`config.mk`:
```
export PLATFORM = sky130hd
export DESIGN_NAME = regfile_wb_arbiter
export DESIGN_NICKNAME = d
export VERILOG_FILES = /design/src/rtl/cpu_pkg.sv /design/src/rtl/regfile_wb_arbiter_rr_arbiter2.sv /design/src/rtl/regfile_wb_arbiter.sv
export SDC_FILE = /design/constraint.sdc
export NUM_CORES = 1
export LEC_CHECK = 0
export ABC_AREA = 1
export BUFFER_PORTS_ARGS = -buffer_cell sky130_fd_sc_hd__buf_2
export CAP_MARGIN = 20
export CORE_ASPECT_RATIO = 1.75
export CORE_MARGIN = 3
export CORE_UTILIZATION = 30
export DETAILED_ROUTE_END_ITERATION = 7
export PLACE_DENSITY = 0.61
export REMOVE_ABC_BUFFERS = 1
export SYNTH_ARGS = -nofsm -noshare
export SYNTH_HDL_FRONTEND = slang
export SYNTH_SLANG_ARGS = --single-unit
```
`constraint.sdc`:
```
create_clock -name clk -period 2 [get_ports clk]
set_clock_uncertainty 0.05 [all_clocks]
set_input_delay 0.2 -clock clk [delete_from_list [all_inputs] [get_ports clk]]
set_output_delay 0.2 -clock clk [all_outputs]
set_load 0.02 [all_outputs]
```
`src/rtl/cpu_pkg.sv`:
```
// Shared CPU package: default data/register-file sizes and the writeback
// requester identifiers used by the register file and its writeback arbiter.
package cpu_pkg;

  localparam int CPU_DATA_WIDTH    = 32;
  localparam int CPU_NUM_REGISTERS = 32;

  // Writeback requesters; also the encoding of the arbiter's last-grant flop.
  typedef enum logic {
    REQ_ALU = 1'b0,
    REQ_MEM = 1'b1
  } req_id_e;

endpackage : cpu_pkg

```
`src/rtl/regfile_wb_arbiter_rr_arbiter2.sv`:
```
// rr_arbiter2: two-way round-robin arbiter between the ALU and MEM
// writeback requesters.
//
// Ports:
//   clk, rst_n        clock, asynchronous active-low reset
//   alu_valid_i       ALU requester valid
//   mem_valid_i       MEM requester valid
//   alu_gnt_o         ALU granted this cycle (implies alu_valid_i)
//   mem_gnt_o         MEM granted this cycle (implies mem_valid_i)
//   last_grant_o      requester granted most recently (debug view of state)
//
// Handshake: a requester is granted when its valid is high and it wins the
// arbitration; the grant is combinational from valid and last-grant state.
// A lone valid requester always wins; on a tie the requester that was not
// granted last wins. Last-grant resets to ALU so MEM wins the first tie.
module rr_arbiter2
  import cpu_pkg::*;
(
  input  logic    clk,
  input  logic    rst_n,
  input  logic    alu_valid_i,
  input  logic    mem_valid_i,
  output logic    alu_gnt_o,
  output logic    mem_gnt_o,
  output req_id_e last_grant_o
);

  req_id_e last_grant_q;
  req_id_e last_grant_d;

  always_comb begin
    alu_gnt_o    = 1'b0;
    mem_gnt_o    = 1'b0;
    last_grant_d = last_grant_q;
    // No grants while reset is held, so nothing can be captured downstream.
    if (rst_n) begin
      if (alu_valid_i && mem_valid_i) begin
        if (last_grant_q == REQ_ALU) mem_gnt_o = 1'b1;
        else                         alu_gnt_o = 1'b1;
      end else begin
        alu_gnt_o = alu_valid_i;
        mem_gnt_o = mem_valid_i;
      end
    end
    // Last-grant only moves on an actual grant.
    if (alu_gnt_o) last_grant_d = REQ_ALU;
    if (mem_gnt_o) last_grant_d = REQ_MEM;
  end

  always_ff @(posedge clk or negedge rst_n) begin
    if (!rst_n) last_grant_q <= REQ_ALU;
    else        last_grant_q <= last_grant_d;
  end

  assign last_grant_o = last_grant_q;

endmodule : rr_arbiter2

```
`src/rtl/regfile_wb_arbiter.sv`:
```
// regfile_wb_arbiter: register-file writeback arbiter with a pending-write
// scoreboard.
//
// Ports:
//   clk, rst                      clock, asynchronous active-low reset
//   issue_valid/issue_reg         decode reserves a destination register
//   issue_ready                   reservation accepted (register not pending)
//   flush                         clear all reservations
//   query_reg_1/2, query_busy_1/2 source-operand pending checks
//   alu_*/mem_*                   writeback requests (valid/reg/data/ready)
//   write_register/write_data     register-file write port (reg 0 = no-op)
//   wb_error                      sticky: write committed to a non-pending reg
//
// Handshake: a writeback requester holds valid/reg/data stable until it sees
// ready high in the same cycle; ready is valid && granted. The granted write
// is registered and commits to the register file one cycle after the grant.
// The pending bit of a register clears on the edge where that commit happens,
// so busy drops exactly when the new value becomes readable.
module regfile_wb_arbiter
  import cpu_pkg::*;
#(
  parameter int DATA_WIDTH    = CPU_DATA_WIDTH,
  parameter int NUM_REGISTERS = CPU_NUM_REGISTERS,
  parameter int REG_IDX_W     = $clog2(NUM_REGISTERS)
) (
  input  logic                  clk,
  input  logic                  rst,
  input  logic                  issue_valid,
  input  logic [REG_IDX_W-1:0]  issue_reg,
  output logic                  issue_ready,
  input  logic                  flush,
  input  logic [REG_IDX_W-1:0]  query_reg_1,
  input  logic [REG_IDX_W-1:0]  query_reg_2,
  output logic                  query_busy_1,
  output logic                  query_busy_2,
  input  logic                  alu_valid,
  input  logic [REG_IDX_W-1:0]  alu_reg,
  input  logic [DATA_WIDTH-1:0] alu_data,
  output logic                  alu_ready,
  input  logic                  mem_valid,
  input  logic [REG_IDX_W-1:0]  mem_reg,
  input  logic [DATA_WIDTH-1:0] mem_data,
  output logic                  mem_ready,
  output logic [REG_IDX_W-1:0]  write_register,
  output logic [DATA_WIDTH-1:0] write_data,
  output logic                  wb_error
);

  logic [NUM_REGISTERS-1:0] pending_q, pending_d;
  logic [REG_IDX_W-1:0]     write_register_q, write_register_d;
  logic [DATA_WIDTH-1:0]    write_data_q, write_data_d;
  logic                     wb_error_q, wb_error_d;

  logic    alu_gnt, mem_gnt;
  req_id_e last_grant;
  logic    issue_fire;
  logic    commit_fire;

  rr_arbiter2 u_arb (
    .clk          (clk),
    .rst_n        (rst),
    .alu_valid_i  (alu_valid),
    .mem_valid_i  (mem_valid),
    .alu_gnt_o    (alu_gnt),
    .mem_gnt_o    (mem_gnt),
    .last_grant_o (last_grant)
  );

  assign alu_ready = alu_gnt;
  assign mem_ready = mem_gnt;

  // Pending bits are read straight from the flops: same-cycle commits are
  // not bypassed into the busy outputs.
  assign issue_ready  = !pending_q[issue_reg];
  assign query_busy_1 = pending_q[query_reg_1];
  assign query_busy_2 = pending_q[query_reg_2];

  assign issue_fire  = issue_valid && issue_ready && (issue_reg != '0);
  assign commit_fire = (write_register_q != '0);

  always_comb begin
    pending_d = pending_q;
    // Clear is applied after set so a commit wins over a same-edge issue.
    if (issue_fire)  pending_d[issue_reg]        = 1'b1;
    if (commit_fire) pending_d[write_register_q] = 1'b0;
    if (flush)       pending_d                   = '0;
    pending_d[0] = 1'b0;
  end

  always_comb begin
    write_register_d = '0;
    write_data_d     = write_data_q;
    if (mem_gnt) begin
      write_register_d = mem_reg;
      write_data_d     = mem_data;
    end else if (alu_gnt) begin
      write_register_d = alu_reg;
      write_data_d     = alu_data;
    end
  end

  // A commit on the flush edge is legitimate in-flight work, so it is not
  // checked against the pending bits.
  always_comb begin
    wb_error_d = wb_error_q;
    if (commit_fire && !pending_q[write_register_q] && !flush) wb_error_d = 1'b1;
  end

  always_ff @(posedge clk or negedge rst) begin
    if (!rst) begin
      pending_q        <= '0;
      write_register_q <= '0;
      write_data_q     <= '0;
      wb_error_q       <= 1'b0;
    end else begin
      pending_q        <= pending_d;
      write_register_q <= write_register_d;
      write_data_q     <= write_data_d;
      wb_error_q       <= wb_error_d;
    end
  end

  assign write_register = write_register_q;
  assign write_data     = write_data_q;
  assign wb_error       = wb_error_q;

  // Debug view of the arbiter state, only used for simulation assertions.
  logic last_grant_dbg;
  assign last_grant_dbg = (last_grant == REQ_MEM);
  logic unused_dbg;
  assign unused_dbg = last_grant_dbg;

endmodule : regfile_wb_arbiter

```
Yosys cells after proc, flatten, opt, wreduce, memory -nomap -nowiden
Cells that the tools add are included.
{"block": "word_totals", "elab_cells": 54, "reg_bits": 70, "rom_bits": 0, "memories": 0, "latch_bits": 0, "mem_bits_rw": 0}
{"block": "op_classes", "n_div": 0, "n_shift": 0, "muxes": 27, "multipliers": 0, "add_sub_neg": 0, "n_bitwise": 3, "n_eq_ne": 0, "n_reduce_logical": 13, "magnitude_cmp": 6}
{"operator": "two-way mux 32 bit", "n": 5}
{"operator": "bitwise AND 32 bit", "n": 1}
{"operator": "NOT 32 bit", "n": 1}
{"operator": "OR 32 bit", "n": 1}
{"operator": "< comparator 5 x 6 -> 1 bit (second input constant)", "n": 4}
{"operator": "binary-select mux 1 bit (select 5 bit)", "n": 4}
{"operator": "two-way mux 1 bit", "n": 14}
{"operator": "demux 1 bit (select 5 bit)", "n": 2}
{"operator": "greater-or-equal comparator 5 x 1 -> 1 bit (second input constant)", "n": 2}
{"operator": "two-way mux 5 bit", "n": 2}
{"operator": "nonzero test 5 bit", "n": 2}
{"operator": "logical AND 1 bit", "n": 7}
{"operator": "zero test 1 bit", "n": 3}
{"operator": "nonzero test 2 bit", "n": 1}

Depth between registers and ports, before layout
{"block": "depth", "word_depth": 9, "mapped_depth": 16}

Hierarchy
A second synthesis with hierarchy kept.
{"block": "unflattened", "hier_cells": 735, "hier_area_um2": 4824.6}
{"module": "regfile_wb_arbiter", "area_per_inst_um2": 4760.8, "seq_area_each_um2": 1726.7, "instances": 1, "cells_each": 724}
{"module": "rr_arbiter2", "area_per_inst_um2": 63.8, "seq_area_each_um2": 25.0, "instances": 1, "cells_each": 11}

Least setup slack after synthesis
No wires, ideal clock.
{"block": "synth_timing", "path_kind": "input -> output", "startpoint": "input port query_reg_2[0]", "endpoint": "output port query_busy_2", "setup_slack_ns": 0.179, "cell_stages": 9, "n_path_buf": 2, "arrival_time_ns": 1.571, "path_cell_list": "buf_2 inv_1 clkbuf_1 a21oi_1 o21ai_0 nand3_1 nand2_1 inv_1 o21ai_0"}
{"block": "synth_via", "elab_chain_len": 2}
{"element": "from (decl)", "line_no": "regfile_wb_arbiter.sv:33", "text": "input logic [REG_IDX_W-1:0] query_reg_2,"}
{"element": "binary-select mux 1 bit (select 5 bit)", "line_no": "regfile_wb_arbiter.sv:76", "text": "assign query_busy_2 = pending_q[query_reg_2];"}
{"element": "two-way mux 1 bit (not written as such)", "line_no": "regfile_wb_arbiter.sv:76"}
{"element": "to (decl)", "line_no": "regfile_wb_arbiter.sv:35", "text": "output logic query_busy_2,"}
Every way passes these cells. The select of a mux whose other input is x is not followed.

Worst setup path in the final report
{"block": "layout_timing", "startpoint": "register pending_q[26]", "endpoint": "output port query_busy_2"}
{"block": "layout_via", "elab_chain_len": 2}
{"element": "from (decl)", "line_no": "regfile_wb_arbiter.sv:49", "text": "logic [NUM_REGISTERS-1:0] pending_q, pending_d;"}
{"element": "from (signal assigned)", "line_no": "regfile_wb_arbiter.sv:116", "text": "pending_q <= pending_d;"}
{"element": "binary-select mux 1 bit (select 5 bit)", "line_no": "regfile_wb_arbiter.sv:76"}
{"element": "two-way mux 1 bit (not written as such)", "line_no": "regfile_wb_arbiter.sv:76"}
Every way passes these cells. The select of a mux whose other input is x is not followed.

==> flow_summary.json <==
{
  "status": "completed",
  "placedCellCount": 1066,
  "synth_top_area_cell": "dfrtp_1",
  "power_density_nw_per_um2": 789,
  "ys.warnings.count": 0,
  "nNetsFinal": 996,
  "port_buffers": 137,
  "cp_slowest_cell": "dfrtp_2",
  "layout_setup_ws_ns": 0.0472,
  "async_reset_ff_frac": 1.00,
  "cts_tree": "done",
  "diodes": 0,
  "finalCritPeriodShare": 0.976,
  "r2r-start": "write_register[0]",
  "preCtsSetupSlack_ns": 0.0106,
  "final_cells": 1095,
  "cp-startpoint": "pending_q[26]",
  "num_vias": 5614,
  "ios": 138,
  "syn_area_per_cell_um2": 6.55,
  "crit_fanout": 6,
  "hold_start": "alu_reg[0]",
  "start_util": 0.306,
  "die_width_um": 102,
  "synthTopCellsByArea": "dfrtp_1, nand2_1, nand3_1",
  "synth_top_area_share": 0.359,
  "grt_usage": 0.195,
  "yosys.cell_count.top_type": "nand2_1",
  "htreeDepth": 3,
  "clk_latency_ns": 0.33,
  "cts.path.max_buffers": 2,
  "clock-sinks": 70,
  "ys_seq_area_frac": 0.359,
  "synth_commonest_cells": "nand2_1, nand3_1, o21ai_0",
  "worst-slew-pin-transition_ns": 0.899,
  "gr-total-overflow": 0,
  "cp_cell_sequence": "o21ai_1, a21oi_2, a21oi_2, a21oi_1, o21ai_1, nand2_1, nand2_1, o21ai_1, buf_4",
  "wire_per_inst_um": 15.8,
  "critical_path_arrival_ns": 1.70,
  "post-dp-hpwl_um": 12900,
  "peakVddDrop_mv": 0.426,
  "synth_cell_types": 30,
  "crit_required_ns": 1.75,
  "worstPathBufferInverterCount": 1,
  "fmax_ghz": 0.512,
  "drtPass1Iterations": 5,
  "vias_per_cell": 5.13,
  "fp.dieH_um": 175,
  "hold_violations": 0,
  "cp-start-kind": "flip-flop",
  "p_leak_nw": 3.28,
  "place_congestion": 0.896,
  "synth_top_flop_cell": "dfrtp_1",
  "netlist_area_um2": 4880,
  "final_max_slew_viol_count": 0,
  "synth_edf_count": 0,
  "setup_viol": 0,
  "grt_pass1_wl_um": 27500,
  "grt_max_degree": 69,
  "multi_input_area_um2": 2700,
  "slowest_delay_ns": 0.45,
  "drc_errors": 0,
  "clock-root-buffer": "clkbuf_16",
  "antenna_found_initial": 1,
  "crit_top_cell": "o21ai_1",
  "routed_wl_um": 17300,
  "grt_pass1_vias": 5524,
  "drt-initial-drc-count": 319,
  "crit_family": "compound AO/OA/AOI/OAI gates",
  "slew_headroom": 0.401,
  "fin_crit_ns": 1.95,
  "num_rows": 61,
  "numCtsBuffers": 9,
  "rsz0062_at_grt": "true",
  "core_area_um2": 16000,
  "path_class": "reg -> out",
  "antenna_left": 0,
  "max-cap-violations": 0,
  "synth_seq_cells": 70,
  "die_area_um2": 17900,
  "syn_inst": 745,
  "crit_path_end_kind": "output pin",
  "p_total_mw": 5.05,
  "drive_gt1_frac": 0.289,
  "fillCellCount": 1698,
  "clk_pin_slew_worst_paths_ns": 0.06,
  "setup_tns_ns": 0,
  "regArea_um2": 1760,
  "area_growth_pct": 31.2,
  "min_path_type": "in -> reg"
}
## cell usage in the layout (no fill, tap or decap), types with 3 or more instances in the layout
master,n
a21oi_1,56
a21oi_2,3
a22o_1,5
buf_12,6
buf_2,133
buf_4,39
buf_6,3
clkbuf_16,9
clkinv_2,3
clkinvlp_4,3
dfrtp_1,67
dfrtp_2,3
inv_1,60
inv_2,7
nand2_1,232
nand2_2,6
nand3_1,107
nor2_1,4
nor2_2,32
nor2_4,3
nor3_1,14
o21ai_0,51
o21ai_1,23
o21ai_2,6
o22ai_1,12
## sequential cells by signal, indices dropped and copies added (netlist names)
signal,cells
pending_q,31
u_arb.last_grant_o,1
wb_error,1
write_data,32
write_register,5
## cell families after synthesis
logic type      after synthesis  share of synthesized area
simple gates                403                      0.365
compound gates              162                      0.176
buf+inv                     110                     0.0994
flops                        70                      0.359
## final cells by class
class / instances / area share
multi-input combinational: 565 / 0.421
sequential: 70 / 0.274
timing repair buffer: 183 / 0.176
inverter: 70 / 0.0420
clock buffer: 12 / 0.0401
tap: 189 / 0.0369
clock inverter: 4 / 0.00703
timing repair inverter: 2 / 0.00234
## worst reg2reg max path: stages (launching register included)
cell and delay, ns:
dfrtp_1 0.42, nor2_1 0.11, inv_1 0.38, o22ai_1 0.16, o21bai_1 0.30, nand4_1 0.16, nand3b_1 0.18, nand2_1 0.06
## power by group
part	switching, mW	total, mW	internal (mW)
Combinational	1.02	1.63	0.606
Clock	0.612	1.64	1.03
Sequential	0.156	1.78	1.63
## what timing repair did
item                                    4_1_cts  5_1_grt
endpoints found under the setup margin        2        6
gates resized for setup                      14       50
buffers inserted                              2        8
gates cloned                                  0        2
hold buffers                                  1        0
pin swaps                                     1        9
hold endpoints to repair                      2        0
## path summary, 6_finish.rpt
path                                      endpoint  cells after the start  slack, ns
worst max-delay path                  query_busy_2                      9       0.05
worst min-delay path             write_register[0]                      2       0.03
worst max register to register            wb_error                      7       0.11
worst min register to register            wb_error                      2       0.43
max in group asynchronous            pending_q[25]                      3       0.61
min in group asynchronous       u_arb.last_grant_o                      2       0.15
## routing by layer
layer  vias to the layer above  global-route usage  routed length [µm]
met3                        68              0.0392                1100
met2                       232               0.348                8900
li1                       2768                   -                   -
met4                         2               0.105                 913
met5                         -                   0                  13
met1                      2544               0.209                6360
## per-stage QoR
| step | hold WS (ns) | instance area, µm² | utilization |
|---|---|---|---|
| floorplan | -0.146 | 4660 | - |
| global placement | -0.0412 | 5920 | 0.371 |
| detailed placement | -0.0386 | 5920 | 0.371 |
| CTS | 0.0139 | 6260 | 0.392 |
| global route | 0.0167 | 6400 | 0.401 |
| finish | 0.0253 | 6400 | 0.401 |
No activity file was read; power rests on OpenSTA's default activity.
